<file path="config.mk">
export PLATFORM = sky130hd
export DESIGN_NAME = ureg_arbiter_flat
export DESIGN_NICKNAME = d
export VERILOG_FILES = /design/src/rtl/ureg_arbiter_if.sv /design/src/rtl/ureg_arbiter.sv /design/src/flat_wrapper.sv
export SDC_FILE = /design/constraint.sdc
export NUM_CORES = 1
export LEC_CHECK = 0
export BUFFER_PORTS_ARGS = -buffer_cell sky130_fd_sc_hd__buf_2
export CAP_MARGIN = 30
export CORE_ASPECT_RATIO = 1.1
export CORE_MARGIN = 10
export CORE_UTILIZATION = 41
export DETAILED_ROUTE_END_ITERATION = 7
export MAX_ROUTING_LAYER = met4
export PLACE_DENSITY = 0.82
export REMOVE_ABC_BUFFERS = 1
export SLEW_MARGIN = 20
export SYNTH_ARGS = -nofsm -noshare
export SYNTH_HDL_FRONTEND = slang
export SYNTH_SLANG_ARGS = --single-unit
</file>
<file path="constraint.sdc">
create_clock -name clk -period 1.8 [get_ports clk]
set_input_delay 0.09 -clock clk [delete_from_list [all_inputs] [get_ports clk]]
set_output_delay 0.09 -clock clk [all_outputs]
set_load 0.05 [all_outputs]
</file>
<file path="src/rtl/ureg_arbiter_if.sv">
// Bus bundle between the two register requesters, the arbiter and the user register bank.
// Signal names follow the register-port naming used by the surrounding design.
interface ureg_arbiter_if #(
  parameter int AW = 32,
  parameter int DW = 32
);
  // Handshake: a requester holds mX_req high (with write/addr/wdata stable) until it
  // sees the one-cycle mX_gnt pulse, then drops req the following cycle; a req still
  // high once the arbiter is idle again is a new access. Read data comes back later
  // as a one-cycle mX_rvalid pulse with mX_rdata. There is no backpressure from the bank.
  logic          m0_req;
  logic          m0_write;
  logic [AW-1:0] m0_addr;
  logic [DW-1:0] m0_wdata;
  logic          m0_gnt;
  logic          m0_rvalid;
  logic [DW-1:0] m0_rdata;

  logic          m1_req;
  logic          m1_write;
  logic [AW-1:0] m1_addr;
  logic [DW-1:0] m1_wdata;
  logic          m1_gnt;
  logic          m1_rvalid;
  logic [DW-1:0] m1_rdata;

  logic          s_write;
  logic          s_read;
  logic [AW-1:0] s_addr;
  logic [DW-1:0] s_wdata;
  logic [DW-1:0] s_rdata;
  logic          busy;

  modport slave (
    input  m0_req, m0_write, m0_addr, m0_wdata,
    input  m1_req, m1_write, m1_addr, m1_wdata,
    input  s_rdata,
    output m0_gnt, m0_rvalid, m0_rdata,
    output m1_gnt, m1_rvalid, m1_rdata,
    output s_write, s_read, s_addr, s_wdata, busy
  );

  modport master (
    output m0_req, m0_write, m0_addr, m0_wdata,
    output m1_req, m1_write, m1_addr, m1_wdata,
    output s_rdata,
    input  m0_gnt, m0_rvalid, m0_rdata,
    input  m1_gnt, m1_rvalid, m1_rdata,
    input  s_write, s_read, s_addr, s_wdata, busy
  );
endinterface

</file>
<file path="src/rtl/ureg_arbiter.sv">
// Round-robin arbiter sharing one user register bank port between the AHB slave path (m0)
// and a local master (m1); serialises accesses and returns read data after RD_LAT cycles.
module ureg_arbiter #(
  parameter int AW     = 32,
  parameter int DW     = 32,
  parameter int RD_LAT = 1
) (
  input  logic               clk,
  input  logic               reset_n,
  ureg_arbiter_if.slave      bus,
  output logic [1:0]         o_dbg_state
);

  typedef enum logic [1:0] {
    S_IDLE    = 2'd0,
    S_ACCESS  = 2'd1,
    S_RD_WAIT = 2'd2,
    S_RD_DONE = 2'd3
  } state_t;

  localparam logic [3:0] LAT_M1 = 4'(RD_LAT - 1);

  state_t        r_state;
  state_t        w_next;
  logic          r_prio;   // 0: m0 holds priority, 1: m1 holds priority
  logic          r_win;
  logic          r_wr;
  logic [3:0]    r_cnt;
  logic          r_m0_gnt;
  logic          r_m1_gnt;
  logic          r_m0_rvalid;
  logic          r_m1_rvalid;
  logic [DW-1:0] r_m0_rdata;
  logic [DW-1:0] r_m1_rdata;
  logic          r_s_write;
  logic          r_s_read;
  logic [AW-1:0] r_s_addr;
  logic [DW-1:0] r_s_wdata;
  logic          r_busy;

  logic          w_any;
  logic          w_win;
  logic          w_sel_write;
  logic [AW-1:0] w_sel_addr;
  logic [DW-1:0] w_sel_wdata;

  always_ff @(posedge clk or negedge reset_n) begin
    if (!reset_n) r_state <= S_IDLE;
    else          r_state <= w_next;
  end

  always_comb begin
    w_any       = bus.m0_req | bus.m1_req;
    // Priority holder wins if requesting, otherwise the other side.
    w_win       = r_prio ? bus.m1_req : !bus.m0_req;
    w_sel_write = w_win ? bus.m1_write : bus.m0_write;
    w_sel_addr  = w_win ? bus.m1_addr  : bus.m0_addr;
    w_sel_wdata = w_win ? bus.m1_wdata : bus.m0_wdata;
    w_next      = r_state;
    case (r_state)
      S_IDLE:    if (w_any) w_next = S_ACCESS;
      S_ACCESS:  w_next = r_wr ? S_IDLE : S_RD_WAIT;
      S_RD_WAIT: if (r_cnt == 4'd0) w_next = S_RD_DONE;
      S_RD_DONE: w_next = S_IDLE;
      default:   w_next = S_IDLE;
    endcase
  end

  always_ff @(posedge clk or negedge reset_n) begin
    if (!reset_n) begin
      r_prio      <= 1'b0;
      r_win       <= 1'b0;
      r_wr        <= 1'b0;
      r_cnt       <= 4'd0;
      r_m0_gnt    <= 1'b0;
      r_m1_gnt    <= 1'b0;
      r_m0_rvalid <= 1'b0;
      r_m1_rvalid <= 1'b0;
      r_m0_rdata  <= '0;
      r_m1_rdata  <= '0;
      r_s_write   <= 1'b0;
      r_s_read    <= 1'b0;
      r_s_addr    <= '0;
      r_s_wdata   <= '0;
      r_busy      <= 1'b0;
    end else begin
      r_m0_gnt    <= 1'b0;
      r_m1_gnt    <= 1'b0;
      r_m0_rvalid <= 1'b0;
      r_m1_rvalid <= 1'b0;
      r_s_write   <= 1'b0;
      r_s_read    <= 1'b0;
      r_busy      <= (w_next != S_IDLE);
      case (r_state)
        S_IDLE: begin
          if (w_any) begin
            r_win     <= w_win;
            r_wr      <= w_sel_write;
            r_s_addr  <= w_sel_addr;
            r_s_wdata <= w_sel_wdata;
            r_s_write <= w_sel_write;
            r_s_read  <= !w_sel_write;
            r_m0_gnt  <= !w_win;
            r_m1_gnt  <= w_win;
            r_prio    <= !w_win;
          end
        end
        S_ACCESS: begin
          if (!r_wr) r_cnt <= LAT_M1;
        end
        S_RD_WAIT: begin
          if (r_cnt == 4'd0) begin
            // Only the winner's rdata moves; the other side keeps its last value.
            if (r_win) begin
              r_m1_rdata  <= bus.s_rdata;
              r_m1_rvalid <= 1'b1;
            end else begin
              r_m0_rdata  <= bus.s_rdata;
              r_m0_rvalid <= 1'b1;
            end
          end else begin
            r_cnt <= r_cnt - 4'd1;
          end
        end
        default: ;
      endcase
    end
  end

  assign bus.m0_gnt    = r_m0_gnt;
  assign bus.m1_gnt    = r_m1_gnt;
  assign bus.m0_rvalid = r_m0_rvalid;
  assign bus.m1_rvalid = r_m1_rvalid;
  assign bus.m0_rdata  = r_m0_rdata;
  assign bus.m1_rdata  = r_m1_rdata;
  assign bus.s_write   = r_s_write;
  assign bus.s_read    = r_s_read;
  assign bus.s_addr    = r_s_addr;
  assign bus.s_wdata   = r_s_wdata;
  assign bus.busy      = r_busy;
  assign o_dbg_state   = r_state;

endmodule
</file>
<file path="src/flat_wrapper.sv">
// flat-port wrapper written by rule: the top's interface ports become plain ports
module ureg_arbiter_flat 
#(
  parameter int AW     = 32,
  parameter int DW     = 32,
  parameter int RD_LAT = 1
)
  (clk, reset_n, o_dbg_state, bus_m0_req, bus_m0_write, bus_m0_addr, bus_m0_wdata, bus_m1_req, bus_m1_write, bus_m1_addr, bus_m1_wdata, bus_s_rdata, bus_m0_gnt, bus_m0_rvalid, bus_m0_rdata, bus_m1_gnt, bus_m1_rvalid, bus_m1_rdata, bus_s_write, bus_s_read, bus_s_addr, bus_s_wdata, bus_busy);
  ureg_arbiter_if #(.AW(AW), .DW(DW)) bus_i ();
  input  logic clk;
  input  logic reset_n;
  output logic [1:0] o_dbg_state;
  input wire logic [$bits(bus_i.m0_req)-1:0] bus_m0_req;
  input wire logic [$bits(bus_i.m0_write)-1:0] bus_m0_write;
  input wire logic [$bits(bus_i.m0_addr)-1:0] bus_m0_addr;
  input wire logic [$bits(bus_i.m0_wdata)-1:0] bus_m0_wdata;
  input wire logic [$bits(bus_i.m1_req)-1:0] bus_m1_req;
  input wire logic [$bits(bus_i.m1_write)-1:0] bus_m1_write;
  input wire logic [$bits(bus_i.m1_addr)-1:0] bus_m1_addr;
  input wire logic [$bits(bus_i.m1_wdata)-1:0] bus_m1_wdata;
  input wire logic [$bits(bus_i.s_rdata)-1:0] bus_s_rdata;
  output wire logic [$bits(bus_i.m0_gnt)-1:0] bus_m0_gnt;
  output wire logic [$bits(bus_i.m0_rvalid)-1:0] bus_m0_rvalid;
  output wire logic [$bits(bus_i.m0_rdata)-1:0] bus_m0_rdata;
  output wire logic [$bits(bus_i.m1_gnt)-1:0] bus_m1_gnt;
  output wire logic [$bits(bus_i.m1_rvalid)-1:0] bus_m1_rvalid;
  output wire logic [$bits(bus_i.m1_rdata)-1:0] bus_m1_rdata;
  output wire logic [$bits(bus_i.s_write)-1:0] bus_s_write;
  output wire logic [$bits(bus_i.s_read)-1:0] bus_s_read;
  output wire logic [$bits(bus_i.s_addr)-1:0] bus_s_addr;
  output wire logic [$bits(bus_i.s_wdata)-1:0] bus_s_wdata;
  output wire logic [$bits(bus_i.busy)-1:0] bus_busy;
  assign bus_i.m0_req = bus_m0_req;
  assign bus_i.m0_write = bus_m0_write;
  assign bus_i.m0_addr = bus_m0_addr;
  assign bus_i.m0_wdata = bus_m0_wdata;
  assign bus_i.m1_req = bus_m1_req;
  assign bus_i.m1_write = bus_m1_write;
  assign bus_i.m1_addr = bus_m1_addr;
  assign bus_i.m1_wdata = bus_m1_wdata;
  assign bus_i.s_rdata = bus_s_rdata;
  assign bus_m0_gnt = bus_i.m0_gnt;
  assign bus_m0_rvalid = bus_i.m0_rvalid;
  assign bus_m0_rdata = bus_i.m0_rdata;
  assign bus_m1_gnt = bus_i.m1_gnt;
  assign bus_m1_rvalid = bus_i.m1_rvalid;
  assign bus_m1_rdata = bus_i.m1_rdata;
  assign bus_s_write = bus_i.s_write;
  assign bus_s_read = bus_i.s_read;
  assign bus_s_addr = bus_i.s_addr;
  assign bus_s_wdata = bus_i.s_wdata;
  assign bus_busy = bus_i.busy;
  ureg_arbiter #(.AW(AW), .DW(DW), .RD_LAT(RD_LAT)) u_core (.clk(clk), .reset_n(reset_n), .bus(bus_i), .o_dbg_state(o_dbg_state));
endmodule
</file>
==> impl_results.rst <==
.. list-table::
   :header-rows: 1

   * - Metric
     - Value
   * - Worst-path fanout max
     - 16
   * - Port buffer count
     - 302
   * - Growth of design area from synthesis to finish
     - 68.7%
   * - Maximum number of pins on one net before global-route repair
     - 60
   * - Post-synthesis cell count
     - 421
   * - Cell Area, Synth
     - 5950 sq um
   * - Data required time of the critical path
     - 2.09 ns
   * - Primary FF master, synth
     - dfrtp_1
   * - # setup viols final
     - 0
   * - Area contributors post-synth
     - dfrtp_1, mux2_2, a221o_1, and2_1, buf_6
   * - Async S/R FF share, synth
     - 100%
   * - Number of buffers inserted to repair setup after CTS
     - 0
   * - Worst R2R Setup Slack
     - 0.05 ns
   * - Area share of the leading cell type in the synthesized netlist
     - 60.6%
   * - Detailed Route Iter0 Violations
     - 397
   * - Detailed-placement wirelength estimate
     - 14100 um
   * - Cell count of the worst hold path
     - 3
   * - Startpoint type of the worst setup path
     - flip-flop
   * - Yosys synthesis warning count
     - 0
   * - GRT Overall Usage
     - 24.4%
   * - Max_cap viols
     - 0
   * - Slew headroom
     - 72.5%
   * - Num Clock Sinks
     - 144
   * - Routability-driven placement congestion ratio
     - 0.816
   * - Cell taking the most area after synthesis
     - dfrtp_1
   * - Most frequently used cell type in the post-synthesis netlist
     - dfrtp_1
   * - Worst r2r dst
     - u_core.bus.m0_rdata[29]
   * - Net count, final
     - 1065
   * - FF+latch count, synth
     - 144
   * - Fraction of final layout cells with drive strength greater than 1
     - 46.4%
   * - Wire length of the first global-routing pass
     - 37000 um
   * - Type of element capturing the critical path
     - flip-flop
   * - Final number of max-transition violations
     - 0
   * - Number of flops mapped to enable cells by yosys
     - 0
   * - Average footprint of a synthesized cell
     - 14.1 sq um
   * - Deepest level of the CTS H-tree
     - 4
   * - Count of boundary I/O pins
     - 303
   * - Number of hold violations in the final report
     - 0
   * - Skew-Pair Late Insertion Delay
     - 0.41 ns
   * - Total wire length after detailed routing
     - 24500 um
   * - Hold WS
     - 0.0552 ns
   * - Initial cell density of the core
     - 41.5%
   * - Fillers
     - 898
   * - Path category of the worst min-delay check
     - in2reg
   * - Length of the first detailed-routing pass in iterations
     - 4
   * - CTS clock-pin slew for the worst setup and hold paths
     - 0.07 ns
   * - Worst setup path category
     - reg2reg
   * - Ratio of total power to cell area
     - 2100 nW/um^2
   * - Synth cell types
     - 35
   * - Vias in the first global route
     - 6454
   * - WL/cell
     - 22.2 um
   * - Congestion Overflow GR
     - 0
   * - Die Y
     - 146 um
   * - Run status
     - complete, no violations
   * - Static Leakage
     - 4.91 nW
   * - Clock tree from TritonCTS
     - built
   * - Period minus WS final
     - 1.75 ns
   * - Maximum ir drop on the vdd rail
     - 1260 uV
   * - Std cell rows
     - 46
   * - Fmax
     - 572 MHz
   * - Clock tree root buffer cell
     - clkbuf_16
   * - DR vias/cell
     - 5.30
   * - Final worst-path cycle share
     - 97.0%
   * - Final antenna-violating net count
     - 0
   * - Area of the core
     - 14300 sq um
   * - Critical register-to-register path startpoint
     - u_core.o_dbg_state[0]
   * - Tot Pwr
     - 0.0211 W
   * - Hold Path Origin
     - bus_m1_req
   * - DIE WIDTH
     - 135 um
   * - Tightest Pin Transition
     - 0.409 ns
   * - Most instantiated cells after synthesis
     - dfrtp_1, a221o_1, and2_1, mux2_2, clkbuf_1
   * - Largest buffer count on any clock path
     - 2
   * - Antenna violations before repair
     - 2
   * - Overall die area
     - 19700 sq um
   * - Total via count after detailed routing
     - 5834
   * - Post-route worst setup slack
     - 0.0533 ns
   * - Worst slack, placed
     - 0.0250 ns
   * - WHS Endpoint
     - u_core.bus.s_read
   * - DRC viols
     - 0
   * - Setup skew after layout
     - 0.00765 ns
   * - End-of-flow core utilization
     - 70.0%
   * - Number of cells on the worst reg-to-reg path
     - 6
   * - Arr. time, crit path
     - 2.04 ns
   * - Proportion of synthesized chip area in sequential cells
     - 60.6%
   * - RSZ-0062 raised after global routing
     - yes
   * - Number of buffers added by the clock tree synthesis step
     - 17
   * - Sequential cell area
     - 3600 sq um
   * - Multi-input gate area
     - 2160 sq um
[kinds of logic (layout without fill, tap and decap cells)]
logic type	count (synthesis)	after routing	share of synthesized area [%]
compound gates	82	82	12.8
fa+ha+maj	5	5	1.05
buf+inv	34	520	3.64
flops	144	144	60.6
mux	64	64	12.1
other cells	0	2	0
simple gates	92	92	9.86
[stage by stage]
step	cell area, sq um	setup TNS [ns]	instances
after global placement	7720	0	901
after CTS	10000	0	1098
after global routing	10000	-0.0715	1101
final	10000	0	1101
after floorplan	5750	-100.43	392
after detailed placement	7720	0	901
[layout make-up]
cell class                      count  share of cell area, %
Tap cell                          192                   2.39
Timing Repair Buffer              483                   33.8
Multi-Input combinational cell    243                   21.5
Clock inverter                     15                   1.94
Inverter                            5                  0.187
Clock buffer                       17                   4.24
Antenna cell                        2                 0.0499
Sequential cell                   144                   35.9
[placed cells by master (no fill, tap or decap), types with 6 or more instances in the layout]
cell,netlist,final
buf_2,5,301
and2_1,64,64
buf_12,0,7
buf_4,4,8
a221o_1,64,64
dfrtp_1,144,144
dlygate4sd3_1,0,165
inv_6,0,6
o21ai_0,8,8
mux2_2,60,60
clkbuf_16,0,18
[worst max-delay path by stage]
stage | startpoint | end | slack (ns) | cells after the start
2_1_floorplan | u_core.o_dbg_state[0] | u_core.bus.s_addr[0] | -0.87 | 4
3_3_place_gp | u_core.o_dbg_state[1] | u_core.bus.s_addr[15] | 0.1 | 6
3_5_place_dp | u_core.o_dbg_state[1] | u_core.bus.s_addr[18] | 0.03 | 6
4_1_cts | u_core.o_dbg_state[1] | u_core.bus.s_addr[18] | 0.01 | 6
5_1_grt | u_core.o_dbg_state[0] | u_core.bus.m0_rdata[29] | -0.02 | 6
6_report | u_core.o_dbg_state[0] | u_core.bus.m0_rdata[29] | 0.05 | 6
[worst max-delay path, cell delays in order (launching register included)]
cell and delay (ns):
dfrtp_1 0.39, inv_1 0.09, ha_2 0.23, nand4bb_4 0.14, nor2_4 0.20, clkbuf_16 0.23
mux2_2 0.36
[where the power goes]
group          switching, W  internal (W)
registers          0.000928       0.00480
clock network       0.00148       0.00223
logic               0.00814       0.00351
total                0.0106        0.0105
[what timing repair did]
action | in CTS | in global routing
hold buffers | 165 | 0
hold endpoints to repair | 274 | 0
setup endpoints to repair | 0 | 129
gates resized for setup | 0 | 4
[sequential cells by signal, indices dropped and copies added, names as in the netlist]
register              cells
u_core.bus.m0_rdata      32
u_core.bus.m1_rdata      32
u_core.bus.s_addr        32
u_core.bus.s_wdata       32
u_core.r_cnt              4
u_core.o_dbg_state        2
u_core.bus.busy           1
u_core.bus.m0_gnt         1
u_core.bus.m0_rvalid      1
u_core.bus.m1_gnt         1
u_core.bus.m1_rvalid      1
u_core.bus.s_read         1
u_core.bus.s_write        1
u_core.r_prio             1
u_core.r_win              1
u_core.r_wr               1
[per-layer routing]
metal	share of wire, %	track usage, %
met5	0	-
met4	1.5	6.32
met3	11	8.41
met2	49	38.9
met1	39	28.9
Note: power is estimated with default switching activity, not from simulation.
